`config.mk`:
```
export PLATFORM = sky130hd
export DESIGN_NAME = common_lib_pseudo_reverse_addr_gen
export DESIGN_NICKNAME = d
export VERILOG_FILES = /design/src/rtl/common_lib_pseudo_reverse_pkg.sv /design/src/rtl/common_lib_pseudo_reverse_addr_gen_perm.sv /design/src/rtl/common_lib_pseudo_reverse_addr_gen.sv
export SDC_FILE = /design/constraint.sdc
export NUM_CORES = 1
export LEC_CHECK = 0
export ABC_AREA = 0
export BUFFER_PORTS_ARGS = -buffer_cell sky130_fd_sc_hd__buf_2
export CAP_MARGIN = 20
export CORE_MARGIN = 5
export CORE_UTILIZATION = 29
export DETAILED_ROUTE_END_ITERATION = 7
export PLACE_DENSITY = 0.59
export SYNTH_ARGS = -nofsm -noshare
export SYNTH_HDL_FRONTEND = slang
export SYNTH_SLANG_ARGS = --single-unit
```
`constraint.sdc`:
```
create_clock -name clk -period 1.7 [get_ports clk]
set_clock_uncertainty 0.2 [all_clocks]
set_input_delay 0.255 -clock clk [delete_from_list [all_inputs] [get_ports clk]]
set_output_delay 0.255 -clock clk [all_outputs]
set_load 0.05 [all_outputs]
```
`src/rtl/common_lib_pseudo_reverse_pkg.sv`:
```
// Shared types and helpers for the pseudo-reverse address generator.
package common_lib_pseudo_reverse_pkg;

  // Sweep controller states.
  typedef enum logic {
    IDLE = 1'b0,
    RUN  = 1'b1
  } state_e;

  // Number of indices in one sweep: b raised to the power s.
  function automatic int unsigned idx_count(input int unsigned s, input int unsigned b);
    int unsigned r;
    r = 1;
    for (int unsigned i = 0; i < s; i++) begin
      r = r * b;
    end
    return r;
  endfunction

endpackage

```
`src/rtl/common_lib_pseudo_reverse_addr_gen_perm.sv`:
```
// Combinational pseudo-reverse digit permutation.
// Digits below the step pass straight through; digits from the step upward
// are reversed among themselves.
module pseudo_rev_perm #(
  parameter int S = 4,
  parameter int B = 2,
  localparam int B_W = $clog2(B),
  localparam int S_W = $clog2(S),
  localparam int A_W = S * B_W
) (
  input  logic [A_W-1:0] nat_i,
  input  logic [S_W-1:0] step_i,
  output logic [A_W-1:0] rev_o
);

  // Output digit s takes v_s below the step, else v_(S-1-(s-step)).
  always_comb begin
    rev_o = '0;
    for (int s = 0; s < S; s++) begin
      if (s < int'(step_i)) begin
        rev_o[s*B_W +: B_W] = nat_i[s*B_W +: B_W];
      end else begin
        for (int j = 0; j < S; j++) begin
          if (j == S - 1 - s + int'(step_i)) begin
            rev_o[s*B_W +: B_W] = nat_i[j*B_W +: B_W];
          end
        end
      end
    end
  end

endmodule

```
`src/rtl/common_lib_pseudo_reverse_addr_gen.sv`:
```
// Streaming address generator: one step command produces B^S back-pressured
// {natural, pseudo-reversed} index pairs, one per cycle.
//
// state | meaning
// IDLE  | waiting for a command, cmd_rdy high
// RUN   | streaming pairs, output register holds the current entry
module common_lib_pseudo_reverse_addr_gen
  import common_lib_pseudo_reverse_pkg::*;
#(
  parameter int S = 4,
  parameter int B = 2,
  localparam int B_W = $clog2(B),
  localparam int S_W = $clog2(S),
  localparam int A_W = S * B_W
) (
  input  logic           clk,
  input  logic           a_rst_n,
  input  logic [S_W-1:0] cmd_step,
  input  logic           cmd_vld,
  output logic           cmd_rdy,
  output logic [A_W-1:0] out_nat,
  output logic [A_W-1:0] out_rev,
  output logic           out_last,
  output logic           out_vld,
  input  logic           out_rdy,
  output logic           err_step
);

  localparam int unsigned N_IDX = idx_count(S, B);
  localparam logic [A_W-1:0] LAST_IDX = A_W'(N_IDX - 1);

  state_e         state_q, state_d;
  logic [S_W-1:0] step_q, step_d;
  logic [A_W-1:0] cnt_q, cnt_d;
  logic [A_W-1:0] nat_q, nat_d;
  logic [A_W-1:0] rev_q, rev_d;
  logic           last_q, last_d;
  logic           vld_q, vld_d;
  logic           err_q, err_d;
  logic [A_W-1:0] rev_cnt;
  logic           step_legal;

  assign step_legal = (int'(cmd_step) < S);

  pseudo_rev_perm #(
    .S(S),
    .B(B)
  ) u_perm (
    .nat_i (cnt_q),
    .step_i(step_q),
    .rev_o (rev_cnt)
  );

  // Next-state, counter and output-register load logic.
  always_comb begin
    state_d = state_q;
    step_d  = step_q;
    cnt_d   = cnt_q;
    nat_d   = nat_q;
    rev_d   = rev_q;
    last_d  = last_q;
    vld_d   = vld_q;
    err_d   = 1'b0;
    case (state_q)
      IDLE: begin
        if (cmd_vld) begin
          if (step_legal) begin
            // Index 0 is loaded on acceptance so it is valid the very next
            // cycle; its reversal is 0 for every step. A sweep always has
            // at least four indices, so entry 0 is never the last one.
            state_d = RUN;
            step_d  = cmd_step;
            nat_d   = '0;
            rev_d   = '0;
            last_d  = 1'b0;
            vld_d   = 1'b1;
            cnt_d   = A_W'(1);
          end else begin
            err_d = 1'b1;
          end
        end
      end
      RUN: begin
        if (!vld_q || out_rdy) begin
          if (vld_q && last_q) begin
            // Final entry handed off; the counter has already wrapped but
            // is never used again before the next command reloads it.
            vld_d   = 1'b0;
            state_d = IDLE;
          end else begin
            nat_d  = cnt_q;
            rev_d  = rev_cnt;
            last_d = (cnt_q == LAST_IDX);
            vld_d  = 1'b1;
            cnt_d  = cnt_q + 1'b1;
          end
        end
      end
      default: state_d = IDLE;
    endcase
  end

  // State, counter and output registers.
  always_ff @(posedge clk or negedge a_rst_n) begin
    if (!a_rst_n) begin
      state_q <= IDLE;
      step_q  <= '0;
      cnt_q   <= '0;
      nat_q   <= '0;
      rev_q   <= '0;
      last_q  <= 1'b0;
      vld_q   <= 1'b0;
      err_q   <= 1'b0;
    end else begin
      state_q <= state_d;
      step_q  <= step_d;
      cnt_q   <= cnt_d;
      nat_q   <= nat_d;
      rev_q   <= rev_d;
      last_q  <= last_d;
      vld_q   <= vld_d;
      err_q   <= err_d;
    end
  end

  assign cmd_rdy  = (state_q == IDLE);
  assign out_nat  = nat_q;
  assign out_rev  = rev_q;
  assign out_last = last_q;
  assign out_vld  = vld_q;
  assign err_step = err_q;

endmodule

```
* After elaboration in Yosys (flattened, before gate mapping)
Cells that the tools add are included.
Storage, ports and cells: bits in registers 17, input port bits 6, output and inout port bits 12, logic and storage cells 82
Cells by class: $add $sub $neg 4, magnitude comparators 3, eq/ne operators 16, muxes and demuxes 41, bitwise logic cells 1, reduce and logical (&&, ||, !) cells 10
Operators by type and width (number):
- $eq 3x32->1 const A | 6
- $logic_not 32->1 | 4
- $eq 2x32->1 const A | 3
- $mux 4 | 8
- $mux 1 | 27
- $pmux 4 s2 | 3
- $add 2x2->3 const A | 2
- $pmux 1 s2 | 3
- $add 4x1->4 const B | 1
- $eq 2x2->1 const A | 2
- $eq 4x4->1 const B | 1
- $lt 1x2->1 const A | 2
- $ne 2x2->1 const B | 2
- $reduce_and 2->1 | 2
- $add 1x2->3 const A | 1
- $reduce_and 3->1 | 1
- $eq 1x2->1 const A | 1
- $lt 2x2->1 const A | 1
- $ne 2x1->1 const B | 1
- $logic_and 1x1->1 | 1
- $logic_not 1->1 | 1
- $logic_or 1x1->1 | 1
- $not 1->1 | 1

* Logic depth before layout (Yosys ltp)
depth in word-level cells 10, depth in mapped cells 4, gate-level depth less buffers 4

* Modules after synthesis
From an unflattened synthesis, not the netlist that was laid out.
Second synthesis, totals: cells, all modules 60, area total of the unflattened synthesis 787.0 µm²
By module, submodules not included:
- common_lib_pseudo_reverse_addr_gen | times used 1, cells each 52, area each 704.4 µm², seq. area each 425.4 µm²
- pseudo_rev_perm | times used 1, cells each 8, area each 82.6 µm², seq. area each 0.0 µm²

* Least setup slack after synthesis
No wires, ideal clock.
kind register to register, start reg last_q (netlist: out_last), end reg cnt_q[0], library setup time 125 ps, arrival time 1421 ps, required time 1375 ps, slack -46 ps, stages on the path, launching flop included 4, path buffers 0, period minus slack after synthesis 1746 ps, cells stage by stage dfrtp_1 -> nand2b_4 -> a31oi_4 -> mux2_4
Between the ends: word-level cells in the longest chain between the ends 3
RTL lines:
- from (decl) | line common_lib_pseudo_reverse_addr_gen.sv:37 | logic last_q, last_d;
- from (signal assigned) | line common_lib_pseudo_reverse_addr_gen.sv:120 | last_q <= last_d;
- $logic_and 1x1->1 | line common_lib_pseudo_reverse_addr_gen.sv:85 | if (vld_q && last_q) begin
- $ne 2x2->1 (no line)
- $reduce_and 3->1 (no line)
- to (signal assigned) | line common_lib_pseudo_reverse_addr_gen.sv:117 | cnt_q <= cnt_d;
- to (decl) | line common_lib_pseudo_reverse_addr_gen.sv:34 | logic [A_W-1:0] cnt_q, cnt_d;
Every way passes these cells. A chain may end at the register's enable or synchronous reset.

* Worst setup path in the final report
start reg state_q, end out cmd_rdy
Between the ends: word-level cells in the longest chain between the ends 1
RTL lines:
- from (decl) | line common_lib_pseudo_reverse_addr_gen.sv:32 | state_e state_q, state_d;
- from (signal assigned) | line common_lib_pseudo_reverse_addr_gen.sv:115 | state_q <= state_d;
- $not 1->1 (no line)
- to (decl) | line common_lib_pseudo_reverse_addr_gen.sv:20 | output logic cmd_rdy,
Every way passes these cells.

==> results.txt <==
----------------------------------------------------
[Worst setup path]
  FF-to-FF Start ... state_q
  Critical Path AT ... 1.20 ns
  Crit end category ... output pin
  Critical Path Start ... state_q
  Maximum fanout along the worst path ... 7
  Required time of the worst setup path ... 1.24 ns
  Critical Path Source Type ... flip-flop
  Kind of critical path ... reg -> out

[Synthesis]
  Flip-flop and latch count after synthesis ... 17
  Sequential fraction of the synthesis area ... 48.3%
  Synthesis warning total ... 0
  Synthesized area divided by synthesized cell count ... 11.7 um2
  Yosys cell types ... 35
  Syn Nets ... 82
  Synthesized area ... 881 um2
  Gate count of the mapped netlist ... 75

[Cells and area]
  ANT cells ... 0
  Layout Utilization ... 35.8%
  Fraction of final layout cells with drive strength greater than 1 ... 39.8%
  Post-route cell area ... 1060 um2
  Area occupied by multi-input gates ... 412 um2
  Area added between synthesis and finish ... 20.9%
  Seq. cell area ... 428 um2
  Final net count ... 106
  Count of filler cells inserted in the layout ... 281

[Placed design]
  Post-Place Cell Area ... 1010 um2
  HPWL reported at the end of detailed placement ... 1.38 mm
  Count of input and output buffers ... 16
  Global placer's final weighted congestion ... 0.793

[GRT]
  Initial antenna violation count ... 0
  GRT Total Usage ... 9.74%
  Leftover overflow at the end of global routing ... 0
  Vias in the first global route ... 681
  Pin count of the biggest net entering global routing ... 18
  First-pass GRT wire length ... 3.19 mm

[Job]
  Number of maximum-capacitance constraint violations ... 0

[Die]
  Placeable Area ... 2980 um2
  Starting density of the core ... 29.6%
  Standard-cell rows ... 20
  X dimension of the die ... 65.1 um
  Count of boundary I/O pins ... 18
  Die area ... 4240 um2
  Chip height ... 65.1 um

[Timing]
  Count of final hold-check violations ... 0
  Final number of setup-violating endpoints ... 0
  Final-report max-slew violation count ... 0
  Post-route setup TNS ... 0 ns
  Final critical-path share of the clock period ... 97.2%
  Period minus WS final ... 1.65 ns
  Max frequency ... 605 MHz
  Unrepaired setup endpoints after global routing ... false

[Route]
  Wire length per cell ... 14.2 um
  Number of DRC markers in iteration 0 ... 2
  Drt pass-1 iters ... 4
  Residual antenna-violating net count after detailed routing ... 0
  DRC ... 0
  Drt via density ... 5.16
  Total vias in the final route ... 676
  Wire length reported by the detailed router ... 1.86 mm

[Clock tree]
  Max Buffers Root-to-Sink ... 2
  Clock sinks ... 17
  Insertion delay of the later-clocked pin in the worst-skew pair ... 0.29 ns
  Maximum level of the CTS H-tree ... 1
  CTS tree ... built
  Cts bufs inserted ... 3
  Clock-pin slew of the registers on the worst-case setup and hold paths ... 0.10 ns
  Clock Root Buffer ... sky130_fd_sc_hd__clkbuf_4

[Power]
  Part of the power in registers ... 36.0%
  P_sw ... 1.05 mW
  Total power of the final layout ... 2.22 mW
  Proportion of power drawn by combinational gates ... 54.3%
  Power per cell area ... 2080 nW/um2
  Static Leak ... 0.497 nW
  Fraction of power spent switching nets ... 47.3%
  Total internal power ... 1.17 mW
  Worst supply voltage drop on vdd ... 1.09 mV
  Proportion of power drawn by the clock network ... 9.6%

[Min path]
  Class of the worst hold path ... in -> reg
  Hold path startpoint ... out_rdy

[Outcome]
  Run status ... finished, final reports clean

----------------------------------------------------
==> kinds of logic (layout without fill, tap and decap cells) <==
logic type	after synthesis	count (layout)	share of synthesized area [%]
other cells	1	1	0.426
buf+inv	8	31	4.97
compound gates	20	20	20.3
fa+ha+maj	1	1	1.42
flops	17	17	48.3
simple gates	18	18	11.5
mux	10	10	13.1
==> cells in the final DEF, fill, tap and decap left out, types with 2 or more instances in the layout <==
cell and count:
sky130_fd_sc_hd__a21oi_1 2, sky130_fd_sc_hd__dfrtp_1 15, sky130_fd_sc_hd__o211ai_1 2, sky130_fd_sc_hd__o21ai_0 2, sky130_fd_sc_hd__dlygate4sd3_1 3, sky130_fd_sc_hd__mux2_2 4
sky130_fd_sc_hd__mux2i_1 4, sky130_fd_sc_hd__clkbuf_4 4, sky130_fd_sc_hd__nand2_1 8, sky130_fd_sc_hd__buf_4 4, sky130_fd_sc_hd__inv_1 3, sky130_fd_sc_hd__dfrtp_2 2
sky130_fd_sc_hd__mux2_4 2, sky130_fd_sc_hd__nor2b_1 2, sky130_fd_sc_hd__a22o_1 5, sky130_fd_sc_hd__buf_2 15
==> state kept, by name, summed over array words and instances, names as in the netlist <==
signal and count:
state_q 1, step_q 2, out_vld 1, cnt_q 4
out_nat 4, out_last 1, out_rev 4
==> power groups by stage <==
stage	logic, mW	clock network (mW)	registers, mW
2_1_floorplan	0.625	0	1.10
3_3_place_gp	1.20	0	0.799
3_5_place_dp	1.20	0	0.812
4_1_cts	1.22	0.227	0.803
5_1_grt	1.31	0.239	0.841
6_report	1.21	0.214	0.800
==> layer usage <==
layer | vias to the layer above | track usage [%] | wire length [um]
li1 | 318 | - | -
met1 | 343 | 12.7 | 885
met2 | 13 | 15.3 | 873
met3 | 2 | 2.05 | 83
met4 | 0 | 4.66 | 13
met5 | - | 0 | 0
==> final cells by class <==
cell class	instances	share of cell area [%]
repair buffers	23	13.4
well taps	33	3.88
inverters	4	1.41
multi-input cells	50	38.7
clock buffers	4	2.47
flip-flops and latches	17	40.2
==> critical path, cell delays in order, from the launching register on <==
cell and delay (ns):
sky130_fd_sc_hd__dfrtp_1 0.50, sky130_fd_sc_hd__inv_2 0.16, sky130_fd_sc_hd__clkbuf_4 0.25
==> synth_stat cells <==
master	n	area share (%)
sky130_fd_sc_hd__a21oi_4	1	1.8
sky130_fd_sc_hd__nand3_1	1	0.57
sky130_fd_sc_hd__dfrtp_1	17	48
sky130_fd_sc_hd__nor2_1	1	0.43
sky130_fd_sc_hd__nor2_2	1	0.71
sky130_fd_sc_hd__o21ai_0	2	1.1
sky130_fd_sc_hd__conb_1	1	0.43
sky130_fd_sc_hd__a41oi_1	1	0.99
sky130_fd_sc_hd__clkbuf_2	1	0.57
sky130_fd_sc_hd__ha_1	1	1.4
sky130_fd_sc_hd__a31oi_1	1	0.71
sky130_fd_sc_hd__o211ai_1	2	1.7
sky130_fd_sc_hd__a31o_2	1	0.99
sky130_fd_sc_hd__or3b_1	1	0.99
sky130_fd_sc_hd__o21ai_2	1	0.99
sky130_fd_sc_hd__mux2i_1	4	4.5
sky130_fd_sc_hd__nor2b_1	2	1.4
sky130_fd_sc_hd__nand2_1	8	3.4
sky130_fd_sc_hd__inv_1	3	1.3
sky130_fd_sc_hd__and2b_2	1	0.99
sky130_fd_sc_hd__buf_2	1	0.57
sky130_fd_sc_hd__mux2_4	2	3.4
sky130_fd_sc_hd__nand4_1	1	0.71
sky130_fd_sc_hd__a21oi_1	2	1.1
sky130_fd_sc_hd__nand2b_1	1	0.71
sky130_fd_sc_hd__a211o_1	1	0.99
sky130_fd_sc_hd__buf_4	1	0.85
sky130_fd_sc_hd__inv_2	1	0.43
sky130_fd_sc_hd__buf_6	1	1.3
sky130_fd_sc_hd__a31oi_4	1	2.4
sky130_fd_sc_hd__a2111o_1	1	1.3
sky130_fd_sc_hd__nand2b_4	1	1.6
sky130_fd_sc_hd__mux2_2	4	5.1
sky130_fd_sc_hd__a32o_1	1	1.1
sky130_fd_sc_hd__a22o_1	5	5.0
==> path summary, 6_finish.rpt <==
check	endpoint	slack [ns]	cells after the start
max in group asynchronous	out_last	0.78	2
worst min-delay path	state_q	0.06	2
worst max register to register	cnt_q[0]	0.15	3
min in group asynchronous	out_nat[1]	0.21	2
worst max-delay path	cmd_rdy	0.05	2
worst min register to register	out_nat[2]	0.31	1
==> what timing repair did <==
item / 4_1_cts / 5_1_grt
setup buffers: 0 / 0
gates resized for setup: 0 / 1
endpoints found under the hold margin: 19 / 0
setup endpoints to repair: 0 / 1
hold buffers: 3 / 0
==> stage by stage <==
stage | setup slack [ns] | instances | hold slack, ns
2_1_floorplan | 0.0551 | 75 | -0.241
3_3_place_gp | 0.175 | 124 | 0.0000235
3_5_place_dp | 0.175 | 124 | 0.00532
4_1_cts | 0.0160 | 131 | 0.0476
5_1_grt | 0.00622 | 131 | 0.0612
6_report | 0.0484 | 131 | 0.0560
Note: power is estimated with default switching activity, not from simulation.
